<file path="src/rtl/kgp_pkg.sv">
// Shared definitions for the KGP-RISC run controller.
//   state_e : controller state as seen on state_o (HALT/RUN/STEP)
//   cmd_e   : debug command opcodes carried on cmd_op
//   is_active() : true in the states where the datapath is allowed to advance
package kgp_pkg;

  typedef enum logic [1:0] {
    ST_HALT = 2'd0,
    ST_RUN  = 2'd1,
    ST_STEP = 2'd2
  } state_e;

  typedef enum logic [1:0] {
    CMD_RUN  = 2'd0,
    CMD_HALT = 2'd1,
    CMD_STEP = 2'd2,
    CMD_CLR  = 2'd3
  } cmd_e;

  localparam int unsigned PcW = 32;

  function automatic logic is_active(state_e s);
    return (s == ST_RUN) || (s == ST_STEP);
  endfunction

endpackage

</file>
<file path="src/rtl/kgp_run_controller_if.sv">
// Bundle of command, datapath-status and observation signals around the run controller.
//   master : debug host + datapath side (drives commands, PC, HALT decode, stall)
//   slave  : the controller (drives dp_ce, dp_pc_reset, state, bp_hit, counters)
interface kgp_run_controller_if #(
  parameter int unsigned CNT_W = 32
);
  import kgp_pkg::*;

  logic             cmd_valid;
  logic [1:0]       cmd_op;
  logic             cmd_ready;
  logic             bp_en;
  logic [PcW-1:0]   bp_addr;
  logic [PcW-1:0]   dp_pc;
  logic             dp_halt_insn;
  logic             mem_busy;
  logic             dp_ce;
  logic             dp_pc_reset;
  logic [1:0]       state_o;
  logic             bp_hit;
  logic [CNT_W-1:0] cycle_cnt;
  logic [CNT_W-1:0] retired_cnt;

  modport master (
    output cmd_valid, cmd_op, bp_en, bp_addr, dp_pc, dp_halt_insn, mem_busy,
    input  cmd_ready, dp_ce, dp_pc_reset, state_o, bp_hit, cycle_cnt, retired_cnt
  );

  modport slave (
    input  cmd_valid, cmd_op, bp_en, bp_addr, dp_pc, dp_halt_insn, mem_busy,
    output cmd_ready, dp_ce, dp_pc_reset, state_o, bp_hit, cycle_cnt, retired_cnt
  );

endinterface

</file>
<file path="src/rtl/kgp_event_counter.sv">
// Wrapping event counter with synchronous clear.
//   clk, rst (async, active-low), inc (count this cycle), clr (zero next cycle, beats inc),
//   count (current value, wraps mod 2^CNT_W)
module kgp_event_counter #(
  parameter int unsigned CNT_W = 32
) (
  input  logic             clk,
  input  logic             rst,
  input  logic             inc,
  input  logic             clr,
  output logic [CNT_W-1:0] count
);

  localparam logic [CNT_W-1:0] One = {{(CNT_W-1){1'b0}}, 1'b1};

  always_ff @(posedge clk or negedge rst) begin
    if (!rst) begin
      count <= '0;
    end else if (clr) begin
      count <= '0;
    end else if (inc) begin
      count <= count + One;
    end
  end

endmodule

</file>
<file path="src/rtl/kgp_run_controller.sv">
// Run/halt/single-step sequencer for the KGP-RISC single-cycle datapath.
//   clk, rst (async, active-low)
//   bus (slave): cmd_valid/cmd_op/cmd_ready debug command handshake; bp_en/bp_addr breakpoint;
//     dp_pc/dp_halt_insn/mem_busy datapath status; dp_ce datapath enable (combinational);
//     dp_pc_reset PC-clear pulse; state_o; bp_hit stop pulse; cycle_cnt/retired_cnt counters.
module kgp_run_controller
  import kgp_pkg::*;
#(
  parameter int unsigned CNT_W    = 32,
  parameter bit          AUTO_RUN = 1'b1
) (
  input  logic                 clk,
  input  logic                 rst,
  kgp_run_controller_if.slave  bus
);

  localparam state_e RstState = AUTO_RUN ? ST_RUN : ST_HALT;

  state_e state_q;
  logic   skip_bp_q;
  logic   bp_hit_q;
  logic   pc_reset_q;

  cmd_e   op;
  logic   running;
  logic   acc;
  logic   halt_cmd;
  logic   clr_cmd;
  logic   bp_stop;
  logic   dp_ce;

  assign op       = cmd_e'(bus.cmd_op);
  assign running  = is_active(state_q);
  assign acc      = bus.cmd_valid && (state_q != ST_STEP);
  assign halt_cmd = acc && (op == CMD_HALT);
  // CLR only has an effect while halted; in RUN it is accepted and ignored.
  assign clr_cmd  = acc && (op == CMD_CLR) && (state_q == ST_HALT);
  // skip_bp masks the breakpoint for the first instruction after a resume so that
  // execution can leave a breakpoint PC.
  assign bp_stop  = bus.bp_en && (bus.dp_pc == bus.bp_addr) && !skip_bp_q && running;
  assign dp_ce    = running && !bus.mem_busy && !bp_stop && !halt_cmd;

  assign bus.cmd_ready   = (state_q != ST_STEP);
  assign bus.dp_ce       = dp_ce;
  assign bus.dp_pc_reset = pc_reset_q;
  assign bus.state_o     = state_q;
  assign bus.bp_hit      = bp_hit_q;

  always_ff @(posedge clk or negedge rst) begin
    if (!rst) begin
      state_q    <= RstState;
      skip_bp_q  <= 1'b0;
      bp_hit_q   <= 1'b0;
      pc_reset_q <= 1'b0;
    end else begin
      bp_hit_q   <= 1'b0;
      pc_reset_q <= 1'b0;
      // dp_ce is never high in HALT, so this cannot collide with the set below.
      if (dp_ce) begin
        skip_bp_q <= 1'b0;
      end
      unique case (state_q)
        ST_HALT: begin
          if (acc) begin
            case (op)
              CMD_RUN: begin
                state_q   <= ST_RUN;
                skip_bp_q <= 1'b1;
              end
              CMD_STEP: begin
                state_q   <= ST_STEP;
                skip_bp_q <= 1'b1;
              end
              CMD_CLR:  pc_reset_q <= 1'b1;
              default:  ;
            endcase
          end
        end
        ST_RUN: begin
          // Priority: HALT command, breakpoint, HALT instruction; stalls simply hold.
          if (halt_cmd) begin
            state_q <= ST_HALT;
          end else if (bp_stop) begin
            state_q  <= ST_HALT;
            bp_hit_q <= 1'b1;
          end else if (dp_ce && bus.dp_halt_insn) begin
            state_q <= ST_HALT;
          end
        end
        ST_STEP: begin
          if (bp_stop) begin
            state_q  <= ST_HALT;
            bp_hit_q <= 1'b1;
          end else if (dp_ce) begin
            state_q <= ST_HALT;
          end
        end
        default: state_q <= RstState;
      endcase
    end
  end

  kgp_event_counter #(
    .CNT_W (CNT_W)
  ) u_cycle_cnt (
    .clk   (clk),
    .rst   (rst),
    .inc   (running),
    .clr   (clr_cmd),
    .count (bus.cycle_cnt)
  );

  kgp_event_counter #(
    .CNT_W (CNT_W)
  ) u_retired_cnt (
    .clk   (clk),
    .rst   (rst),
    .inc   (dp_ce),
    .clr   (clr_cmd),
    .count (bus.retired_cnt)
  );

endmodule

</file>
<file path="src/flat_wrapper.sv">
// flat-port wrapper written by rule: the top's interface ports become plain ports
module kgp_run_controller_flat import kgp_pkg::*;
#(
  parameter int unsigned CNT_W    = 32,
  parameter bit          AUTO_RUN = 1'b1
)
  (clk, rst, bus_cmd_valid, bus_cmd_op, bus_bp_en, bus_bp_addr, bus_dp_pc, bus_dp_halt_insn, bus_mem_busy, bus_cmd_ready, bus_dp_ce, bus_dp_pc_reset, bus_state_o, bus_bp_hit, bus_cycle_cnt, bus_retired_cnt);
  kgp_run_controller_if #(.CNT_W(CNT_W)) bus_i ();
  input  logic clk;
  input  logic rst;
  input wire logic [$bits(bus_i.cmd_valid)-1:0] bus_cmd_valid;
  input wire logic [$bits(bus_i.cmd_op)-1:0] bus_cmd_op;
  input wire logic [$bits(bus_i.bp_en)-1:0] bus_bp_en;
  input wire logic [$bits(bus_i.bp_addr)-1:0] bus_bp_addr;
  input wire logic [$bits(bus_i.dp_pc)-1:0] bus_dp_pc;
  input wire logic [$bits(bus_i.dp_halt_insn)-1:0] bus_dp_halt_insn;
  input wire logic [$bits(bus_i.mem_busy)-1:0] bus_mem_busy;
  output wire logic [$bits(bus_i.cmd_ready)-1:0] bus_cmd_ready;
  output wire logic [$bits(bus_i.dp_ce)-1:0] bus_dp_ce;
  output wire logic [$bits(bus_i.dp_pc_reset)-1:0] bus_dp_pc_reset;
  output wire logic [$bits(bus_i.state_o)-1:0] bus_state_o;
  output wire logic [$bits(bus_i.bp_hit)-1:0] bus_bp_hit;
  output wire logic [$bits(bus_i.cycle_cnt)-1:0] bus_cycle_cnt;
  output wire logic [$bits(bus_i.retired_cnt)-1:0] bus_retired_cnt;
  assign bus_i.cmd_valid = bus_cmd_valid;
  assign bus_i.cmd_op = bus_cmd_op;
  assign bus_i.bp_en = bus_bp_en;
  assign bus_i.bp_addr = bus_bp_addr;
  assign bus_i.dp_pc = bus_dp_pc;
  assign bus_i.dp_halt_insn = bus_dp_halt_insn;
  assign bus_i.mem_busy = bus_mem_busy;
  assign bus_cmd_ready = bus_i.cmd_ready;
  assign bus_dp_ce = bus_i.dp_ce;
  assign bus_dp_pc_reset = bus_i.dp_pc_reset;
  assign bus_state_o = bus_i.state_o;
  assign bus_bp_hit = bus_i.bp_hit;
  assign bus_cycle_cnt = bus_i.cycle_cnt;
  assign bus_retired_cnt = bus_i.retired_cnt;
  kgp_run_controller #(.CNT_W(CNT_W), .AUTO_RUN(AUTO_RUN)) u_core (.clk(clk), .rst(rst), .bus(bus_i));
endmodule
</file>
<file path="config.mk">
export PLATFORM = sky130hd
export DESIGN_NAME = kgp_run_controller_flat
export DESIGN_NICKNAME = d
export VERILOG_FILES = /design/src/rtl/kgp_pkg.sv /design/src/rtl/kgp_run_controller_if.sv /design/src/rtl/kgp_event_counter.sv /design/src/rtl/kgp_run_controller.sv /design/src/flat_wrapper.sv
export SDC_FILE = /design/constraint.sdc
export NUM_CORES = 1
export LEC_CHECK = 0
export BUFFER_PORTS_ARGS = -buffer_cell sky130_fd_sc_hd__buf_2
export CAP_MARGIN = 5
export CORE_ASPECT_RATIO = 0.5
export CORE_MARGIN = 2
export CORE_UTILIZATION = 51
export DETAILED_ROUTE_END_ITERATION = 10
export GPL_TIMING_DRIVEN = 0
export PLACE_DENSITY = 0.85
export RECOVER_POWER = 100
export SLEW_MARGIN = 30
export SYNTH_ARGS = -nofsm -noshare
export SYNTH_HDL_FRONTEND = slang
export SYNTH_SLANG_ARGS = --single-unit
</file>
<file path="constraint.sdc">
create_clock -name clk -period 2.8 [get_ports clk]
set_input_delay 0 -clock clk [delete_from_list [all_inputs] [get_ports clk]]
set_output_delay 0 -clock clk [all_outputs]
set_load 0.1 [all_outputs]
</file>
---- Word-level counts from Yosys, hierarchy flattened ----
Index checks and enable logic that the tools add are counted.
W data, S select, Z words.
cells by class
  divide/modulo/power cells ............... 0
  bitwise gates (word level) .............. 0
  order comparisons ....................... 0
  reduce and logical (&&, ||, !) cells .... 22
  add/sub/neg operators ................... 2
  eq/ne operators ......................... 11
  $mul .................................... 0
  multiplexer cells ....................... 22
  shift operators ......................... 0
operators by type and width
  operator                 count
  $mux W32                 4
  $add A32 B1 Y32 const B  2
  $eq A32 B32 Y1           1
  $mux W2                  6
  $logic_and A1 B1 Y1      11
  $mux W1                  9
  $eq A2 B2 Y1 const B     3
  $pmux W2 S3              1
  $eq A2 B1 Y1 const B     2
  $logic_not A1 Y1         4
  $logic_not A2 Y1         2
  $ne A4 B2 Y1 const B     1
  $pmux W2 S2              1
  $reduce_and A4 Y1        1
  $reduce_bool A2 Y1       2
  $ne A3 B1 Y1 const B     1
  $ne A3 B3 Y1 const B     1
  $ne A2 B1 Y1 const B     1
  $ne A2 B2 Y1 const B     1
  $pmux W1 S2              1
  $reduce_or A2 Y1         1
  $logic_or A1 B1 Y1       1
word-level totals
  memories kept ........................... 0
  logic and storage cells ................. 63
  bits in writable memories ............... 0
  register bits after elaboration ......... 69
  input port bits ......................... 72
  latch bits .............................. 0
  memory bits (read-only) ................. 0

---- Depth between registers and ports, before layout ----
Gate-level depths: netlist of the first run.
  word-level depth ........................ 12
  depth in mapped cells ................... 11
  mapped depth without buffers ............ 8

---- Hierarchy ----
Synthesis of the first run repeated with hierarchy kept, for this count alone.
unflattened totals
  cell total of the unflattened synthesis .. 448
  area, all modules ....................... 4,152.7 µm²
modules (own cells, without submodules)
  module                                     cells an instance  area each (µm²)  times used
  kgp_event_counter at u_core.u_cycle_cnt    183                1,714.1          1
  kgp_event_counter at u_core.u_retired_cnt  176                1,680.4          1
  kgp_run_controller                         89                 758.2            1

---- Worst setup path after synthesis of the first run ----
Ideal clock, no wire load.
  kind .................................... register to register
  start point ............................. reg u_core.state_q[1], in the netlist u_core.bus.state_o[1]
  end point ............................... reg u_core.u_retired_cnt.count[1]
  stages on the path, launching flop included .. 12
  setup slack ............................. -1,125 ps
  path buffers ............................ 3
  required time ........................... 2,714 ps
  data arrival time ....................... 3,839 ps
  library setup time ...................... 86 ps
  cell sequence ........................... dfrtp_1 > inv_1 > ha_1 > buf_2 > nand3b_1 > nor2_1 > nand4_1 > nor4_4 > buf_4 > buf_4 > nor2_1 > mux2i_1
on the way
  cells in the longest elaborated chain, start to end .. 7
  elaborated cells on any way between the ends .. 17
RTL lines
  what                                          RTL line                  source
  start, declared                               kgp_run_controller.sv:19  state_e state_q;
  start signal, assigned                        kgp_run_controller.sv:51  state_q <= RstState;
  start signal, assigned                        kgp_run_controller.sv:98  default: state_q <= RstState;
  $eq A2 B1 Y1 or $eq A2 B2 Y1 (tied branches)  kgp_pkg.sv:23             return (s == ST_RUN) || (s == ST_STEP);
  $logic_or A1 B1 Y1                            kgp_pkg.sv:23
  $logic_and A1 B1 Y1                           kgp_run_controller.sv:40  assign bp_stop = bus.bp_en && (bus.dp_pc == bus.bp_addr) && !skip_bp_q && running;
  $logic_not A1 Y1                              kgp_run_controller.sv:41  assign dp_ce = running && !bus.mem_busy && !bp_stop && !halt_cmd;
  $logic_and A1 B1 Y1                           kgp_run_controller.sv:41
  $logic_and A1 B1 Y1 *                         kgp_run_controller.sv:41
  net bus_dp_ce                                 flat_wrapper.sv:19        output wire logic [$bits(bus_i.dp_ce)-1:0] bus_dp_ce;
  $reduce_bool A2 Y1 (no source line) *         n/a
  end signal, assigned                          kgp_event_counter.sv:22   count <= count + One;
  end, declared                                 kgp_event_counter.sv:11   output logic [CNT_W-1:0] count
The timed path passes the listed nets; every way through them passes the cells marked *.
A chain may end at the register's enable or synchronous reset.

---- Worst setup path after layout of the first run ----
  start point ............................. reg u_core.state_q[0], in the netlist u_core.bus.state_o[0]
  end point ............................... reg u_core.u_cycle_cnt.count[27]
on the way
  cells in the longest elaborated chain, start to end .. 5
  elaborated cells on any way between the ends .. 10
RTL lines
  what                                            RTL line                  source
  $ne A2 B2 Y1                                    kgp_run_controller.sv:34  assign acc = bus.cmd_valid && (state_q != ST_STEP);
  $logic_and A1 B1 Y1                             kgp_run_controller.sv:34
  $logic_and A1 B1 Y1 (2 in a row)                kgp_run_controller.sv:37  assign clr_cmd = acc && (op == CMD_CLR) && (state_q == ST_HALT);
  $mux W32 or $reduce_bool A2 Y1 (tied branches)  n/a
  end signal, assigned                            kgp_event_counter.sv:22
  end, declared                                   kgp_event_counter.sv:11
Several ways; a longest one is shown, not always the timed one.

==> results.json, run 1 <==
{
  "period_needed_ps": 2740,
  "numCtsBuffers": 9,
  "cts_max_level": 3,
  "skew_ps": 8.20,
  "drive_gt1_share_pct": 20.2,
  "postLayoutCoreUtil_pct": 67.7,
  "cap_violations": 1,
  "cp_max_fo": 6,
  "criticalPathCategory": "reg2reg",
  "ys_ff_latch": 69,
  "portBuffers": 141,
  "fp.dieW_um": 131,
  "clockBufferDepth": 2,
  "cp-start-kind": "flip-flop",
  "fin_nets": 687,
  "end_kind": "flip-flop",
  "grt_util_met3_pct": 5.63,
  "synth-edff-count": 0,
  "ys.flop_type": "dfrtp_1",
  "grt-ovfl-total": 0,
  "grt_max_degree": 42,
  "num_vias": 4100,
  "vdd_drop_max_uv": 1070,
  "clk_pin_slew_worst_paths_ps": 60,
  "violations": "max-capacitance violations, max-slew violations",
  "routed_wl_um": 11400,
  "synth_compound_area_share_pct": 10.1,
  "vias_per_cell": 5.65,
  "ant_nets": 0,
  "synth_xor_xnor_area_share_pct": 13.1,
  "synth_fa_ha_area_share_pct": 1.82,
  "tightestPinTransition_ps": 1500,
  "synth_top_family_by_area": "simple AND/OR/NAND/NOR gates",
  "synth.area.mux_share_pct": 1.45,
  "ys_seq_area_share_pct": 41.8,
  "die_y_um": 67.7,
  "die_area_um2": 8880,
  "grt_first_pass_wirelength_um": 17400,
  "syn_avg_cell_area_um2": 9.33,
  "initial_utilization_pct": 52.0,
  "core_area_um2": 7940,
  "synthArstFlopShare_pct": 100,
  "hold_class": "in2reg",
  "fin_area_um2": 5370,
  "antenna_found_initial": 0,
  "synth_cells": 443,
  "gp_congestion": 0.826,
  "placed_cell_area_um2": 5020,
  "yosysWarnings": 0,
  "synthTopCellsByArea": "dfrtp_1 41%, xor2_1 9.7%, o31ai_1 4.4%, or4_1 4.4%, nor2_1 4.0%",
  "place_inst": 697,
  "power_density_nw_per_um2": 1230,
  "drc": 0,
  "post_drt_wl_per_cell_um": 15.7,
  "drt-pass1-iter-count": 4,
  "dp_hpwl_um": 8040,
  "fin_crit_sh_pct": 97.9,
  "drtIter0Drc": 228,
  "finalNonFillerCells": 726,
  "maxSlewHeadroom_pct": -0.129,
  "whs_ps": 72.4,
  "met2_usage_pct": 40.1,
  "track_usage_pct": 24.6,
  "final-max-slew-violation-count": 29,
  "syn-cell-area_um2": 4130,
  "num_antenna_cells": 0,
  "cts_sinks": 69,
  "use_met1_pct": 32.8,
  "synth_top_cell_by_area": "dfrtp_1",
  "grt_pass1_vias": 3623,
  "finalHoldViolations": 0,
  "p_leak_uw": 0.00232,
  "synth_nets": 521,
  "post_synth_num_cell_types": 44,
  "fillCellCount": 680,
  "yosysTopAreaCellShare_pct": 41.2,
  "place_ws_ps": 0.496,
  "max_freq_mhz": 365,
  "status": "complete, but fails checks",
  "cts_tree": "built",
  "clock-root-buffer": "clkbuf_16",
  "top_usage_layer": "met2",
  "cp.required_ps": 3010,
  "synthSimpleGateAreaFrac_pct": 28.1,
  "setup_viol": 0,
  "ios": 142,
  "cp.arrival_ps": 2950,
  "rows": 23,
  "setup_slack_ps": 58.3,
  "area_growth_pct": 30.0,
  "clock_latency_ps": 340
}
final timing paths:
| check | from | end | slack [ps] | cells past startpoint |
|---|---|---|---|---|
| worst max-delay path | u_core.bus.state_o[0]$_DFFE_PN1P_ | u_core.u_cycle_cnt.count[27]$_DFFE_PN0P_ | 60 | 10 |
| worst min-delay path | bus_cmd_op[1] | u_core.bus.state_o[1]$_DFFE_PN0P_ | 70 | 3 |
| worst max register to register | u_core.bus.state_o[0]$_DFFE_PN1P_ | u_core.u_cycle_cnt.count[27]$_DFFE_PN0P_ | 60 | 10 |
| worst min register to register | u_core.skip_bp_q$_DFF_PN0_ | u_core.skip_bp_q$_DFF_PN0_ | 520 | 2 |
| max in group asynchronous | rst | u_core.u_retired_cnt.count[28]$_DFFE_PN0P_ | 480 | 3 |
| min in group asynchronous | rst | u_core.u_cycle_cnt.count[27]$_DFFE_PN0P_ | 570 | 2 |
metal layers:
layer  wire (µm)  share of wire [%]
met4         182                1.6
met3         644                5.7
met1        5000                 44
met5           0                  0
met2        5560                 49
worst max-delay path, cell delays in order (launching register included):
cell and delay (ps):
dfstp_4 610, inv_2 60, ha_4 260, buf_6 120
nand4_4 90, or4_4 600, nor4_4 280, buf_4 180
nand4_1 150, xor2_1 200, nor2_1 50
through the flow:
stage	total power (µW)	TNS, ps
floorplan	4670	0
global placement	5280	0
detailed placement	5350	0
CTS	6600	0
global route	6900	-20.5
finish	6630	0
placed cells by master, fill, tap and decap left out, drive strengths merged, types with 3 or more instances in the layout:
master | synthesis | layout
buf | 7 | 88
inv | 10 | 10
clkbuf | 15 | 98
or3 | 6 | 6
dlygate4sd3 | 0 | 3
nand4 | 19 | 19
a21oi | 30 | 30
nor4 | 14 | 14
mux2i | 6 | 6
or4 | 25 | 25
nor3 | 3 | 3
ha | 6 | 6
nand2b | 3 | 3
and3 | 13 | 13
o31ai | 24 | 24
o21ai | 12 | 12
dfrtp | 68 | 68
nand2 | 30 | 30
nand3b | 3 | 3
and4 | 8 | 8
nor2 | 45 | 45
xnor2 | 16 | 16
nand3 | 23 | 23
xor2 | 46 | 46
synth_stat cells (2+ instances only):
cell type  count
nand2b_1       3
xnor2_1       16
or4_1         24
ha_1           6
nand4_1       18
nand2_1       30
and4_4         2
o21ai_0        4
nor4_1        12
nor4_4         2
o21ai_1        8
nor3_1         2
or3_1          6
buf_6          2
nand3b_1       3
nor2b_1        2
nor2_1        44
dfrtp_1       68
clkbuf_1      15
xor2_1        46
o31ai_1       24
mux2i_1        6
a21oi_1       30
and4_1         6
and3_1        13
nand3_1       22
buf_4          4
inv_1          8
inv_2          2
cell families (layout without fill, tap and decap cells):
family | Yosys count | after routing
AOI/OAI and AO/OA | 69 | 69
xor gates and xnor gates | 62 | 62
adders and majority gates | 6 | 6
buffers and inverters | 32 | 203
DFF | 69 | 69
muxes | 6 | 6
and+or+nand+nor | 199 | 199
timing repair:
| item | CTS | global route |
|---|---|---|
| pin swaps | 1 | 3 |
| endpoints found under the hold margin | 71 | 0 |
| endpoints found under the setup margin | 1 | 30 |
| setup buffers | 2 | 8 |
| hold buffers | 3 | 0 |
| gates resized for setup | 3 | 11 |
sequential cells by signal (all words and copies together) (netlist names):
register                    cells
u_core.u_cycle_cnt.count       32
u_core.u_retired_cnt.count     32
u_core.bus.state_o              2
u_core.bus.bp_hit               1
u_core.bus.dp_pc_reset          1
u_core.skip_bp_q                1
final cells by class:
type / instances / area, µm² / area share (%)
Inverter: 10 / 37.5 / 0.698
Timing Repair Buffer: 155 / 734 / 13.7
Clock inverter: 4 / 72.6 / 1.35
Sequential cell: 69 / 1730 / 32.2
Clock buffer: 12 / 246 / 4.59
Buffer: 22 / 129 / 2.40
Tap cell: 112 / 140 / 2.61
Multi-Input combinational cell: 342 / 2280 / 42.4
power breakdown:
group	switching [µW]	total [µW]	internal, µW	leakage (µW)
sequential	408	1730	1330	0.000917
clock	427	1230	803	0.000153
combinational	3050	3660	613	0.00125
Power figures use the tool's default switching activity.
==> run 2, diff against run 1 <==
- CTS_BUF_LIST: not set -> sky130_fd_sc_hd__clkbuf_8 sky130_fd_sc_hd__clkbuf_16
==> results.json, run 2 (same netlist as run 1, synthesis figures left out) <==
{
  "status": "complete, but fails checks",
  "violations": "max-capacitance violations, max-slew violations",
  "p_leak_uw": 0.00233,
  "final_common_cell": "clkbuf_1",
  "finalHoldViolations": 0,
  "clock_latency_ps": 340,
  "clock_power_share_pct": 18.5,
  "gp_congestion": 0.826,
  "cp.arrival_ps": 2950,
  "clock-root-buffer": "clkbuf_16",
  "postLayoutCoreUtil_pct": 67.7,
  "grt_pass1_vias": 3623,
  "clockBufferDepth": 2,
  "final-max-slew-violation-count": 29,
  "critPathLaunch": "u_core.bus.state_o[0]$_DFFE_PN1P_",
  "worstHoldPathCells": 3,
  "fin_crit_sh_pct": 97.8,
  "num_antenna_cells": 0,
  "wl_met1_um": 4990,
  "numCtsBuffers": 9,
  "portBuffers": 141,
  "post_drt_wl_per_cell_um": 15.7,
  "grt-ovfl-total": 0,
  "fp.dieW_um": 131,
  "reg2reg_slack_ps": 60,
  "cpPeakStageDelay_ps": 610,
  "criticalPathCategory": "reg2reg",
  "power.share.combinational_pct": 55.3,
  "ios": 142,
  "cp-start-kind": "flip-flop",
  "vias_per_cell": 5.64,
  "cp.required_ps": 3010,
  "vdd_drop_max_uv": 1060,
  "routed_wl_um": 11400,
  "tightestPinTransition_ps": 1500,
  "fin_nets": 687,
  "num_vias": 4096,
  "drc": 0,
  "drtIter0Drc": 227,
  "antenna_found_initial": 0,
  "timing.critical_path.cells": "inv_2 > ha_4 > buf_6 > nand4_4 > or4_4 > nor4_4 > buf_4 > nand4_1 > xor2_1 > nor2_1",
  "cts_tree": "built",
  "drt-pass1-iter-count": 4,
  "intPower_uw": 2730,
  "placed_cell_area_um2": 5020,
  "max_freq_mhz": 365,
  "area_growth_pct": 30.0,
  "track_usage_pct": 24.6,
  "grt_max_degree": 42,
  "skew_ps": 8.37,
  "place_ws_ps": 0.496,
  "clk_pin_slew_worst_paths_ps": 60,
  "route.met2.wl_um": 5580,
  "die_area_um2": 8880,
  "period_needed_ps": 2740,
  "dp_hpwl_um": 8040,
  "switching_share_pct": 58.7,
  "end_kind": "flip-flop",
  "hold_class": "in2reg",
  "rows": 23,
  "initial_utilization_pct": 52.0,
  "cp_max_fo": 6,
  "routed.top_layer": "met4",
  "p_sw_uw": 3880,
  "ant_nets": 0,
  "worstRegToRegCells": 10,
  "core_area_um2": 7940,
  "power_density_nw_per_um2": 1230,
  "cts_max_level": 3,
  "hp-start": "bus_cmd_op[1]",
  "cts_sinks": 69,
  "final_cell_mix": "81 x clkbuf_1, 70 x buf_2, 67 x dfrtp_1",
  "met3WireLength_um": 656,
  "die_y_um": 67.7,
  "fin_area_um2": 5370,
  "slowest_stage": "dfstp_4",
  "seqPwrFrac_pct": 26.2,
  "maxSlewHeadroom_pct": -0.148,
  "report.power.total_uw": 6620,
  "cap_violations": 1,
  "drive_gt1_share_pct": 20.2,
  "setup_viol": 0,
  "grt_first_pass_wirelength_um": 17400,
  "reg2reg_to": "u_core.u_cycle_cnt.count[27]$_DFFE_PN0P_",
  "critical_path.reg2reg.startpoint": "u_core.bus.state_o[0]$_DFFE_PN1P_",
  "setup_slack_ps": 60.7,
  "hold_path_end": "u_core.bus.state_o[1]$_DFFE_PN0P_"
}
==> run 2: cell count changes in the layout (fill, tap and decap cells not counted) <==
cell / before / now
clkbuf_1: 83 / 81
inv_1: 7 / 9
==> run 2: what timing repair did <==
action	CTS	global route
hold buffers	3	0
pin swaps	1	3
endpoints found under the setup margin	1	30
setup buffers	2	8
gates cloned	0	0
endpoints found under the hold margin	71	0
gates resized for setup	3	11
==> run 2: per-stage QoR <==
stage | hold WS (ps) | std cells | setup TNS (ps)
2_1_floorplan | -296 | 443 | 0
3_3_place_gp | 312 | 696 | 0
3_5_place_dp | -54.1 | 697 | 0
4_1_cts | 33.9 | 718 | 0
5_1_grt | 94.9 | 726 | -20.4
6_report | 72.2 | 726 | 0
==> run 2: final cells by class <==
type	count	area, µm²
repair buffers	155	734
clock inverters	6	80.1
plain buffers	22	129
multi-input cells	342	2280
well taps	112	140
flip-flops and latches	69	1730
fillers	680	2570
inverters	10	37.5
clock buffers	10	239
==> run 2: how the worst max path moves through the flow <==
stage / to / cells past startpoint
after global routing: u_core.u_cycle_cnt.count[27]$_DFFE_PN0P_ / 10
after CTS: u_core.u_retired_cnt.count[28]$_DFFE_PN0P_ / 12
after global placement: bus_dp_ce / 11
after floorplan: u_core.u_cycle_cnt.count[27]$_DFFE_PN0P_ / 9
final: u_core.u_cycle_cnt.count[27]$_DFFE_PN0P_ / 10
after detailed placement: bus_dp_ce / 11
==> run 2: power groups by stage <==
stage | logic (µW) | clock network, µW | registers, µW
global route | 3830 | 1280 | 1790
global placement | 3570 | 0 | 1700
detailed placement | 3630 | 0 | 1720
floorplan | 781 | 0 | 3890
finish | 3660 | 1220 | 1730
CTS | 3650 | 1230 | 1710
==> run 2: worst max-delay path: cells and delay by family, from the launching register on <==
family | cells | cell delay (ps)
DFF | 1 | 610
buffers and inverters | 3 | 360
xor gates and xnor gates | 1 | 200
adders and majority gates | 1 | 260
and+or+nand+nor | 5 | 1170
==> run 2: routing by layer <==
layer	vias to the layer above	track usage (%)
met4	0	8.83
met1	1960	32.8
met2	160	40.1
met5	-	0
met3	21	5.63
li1	1955	-
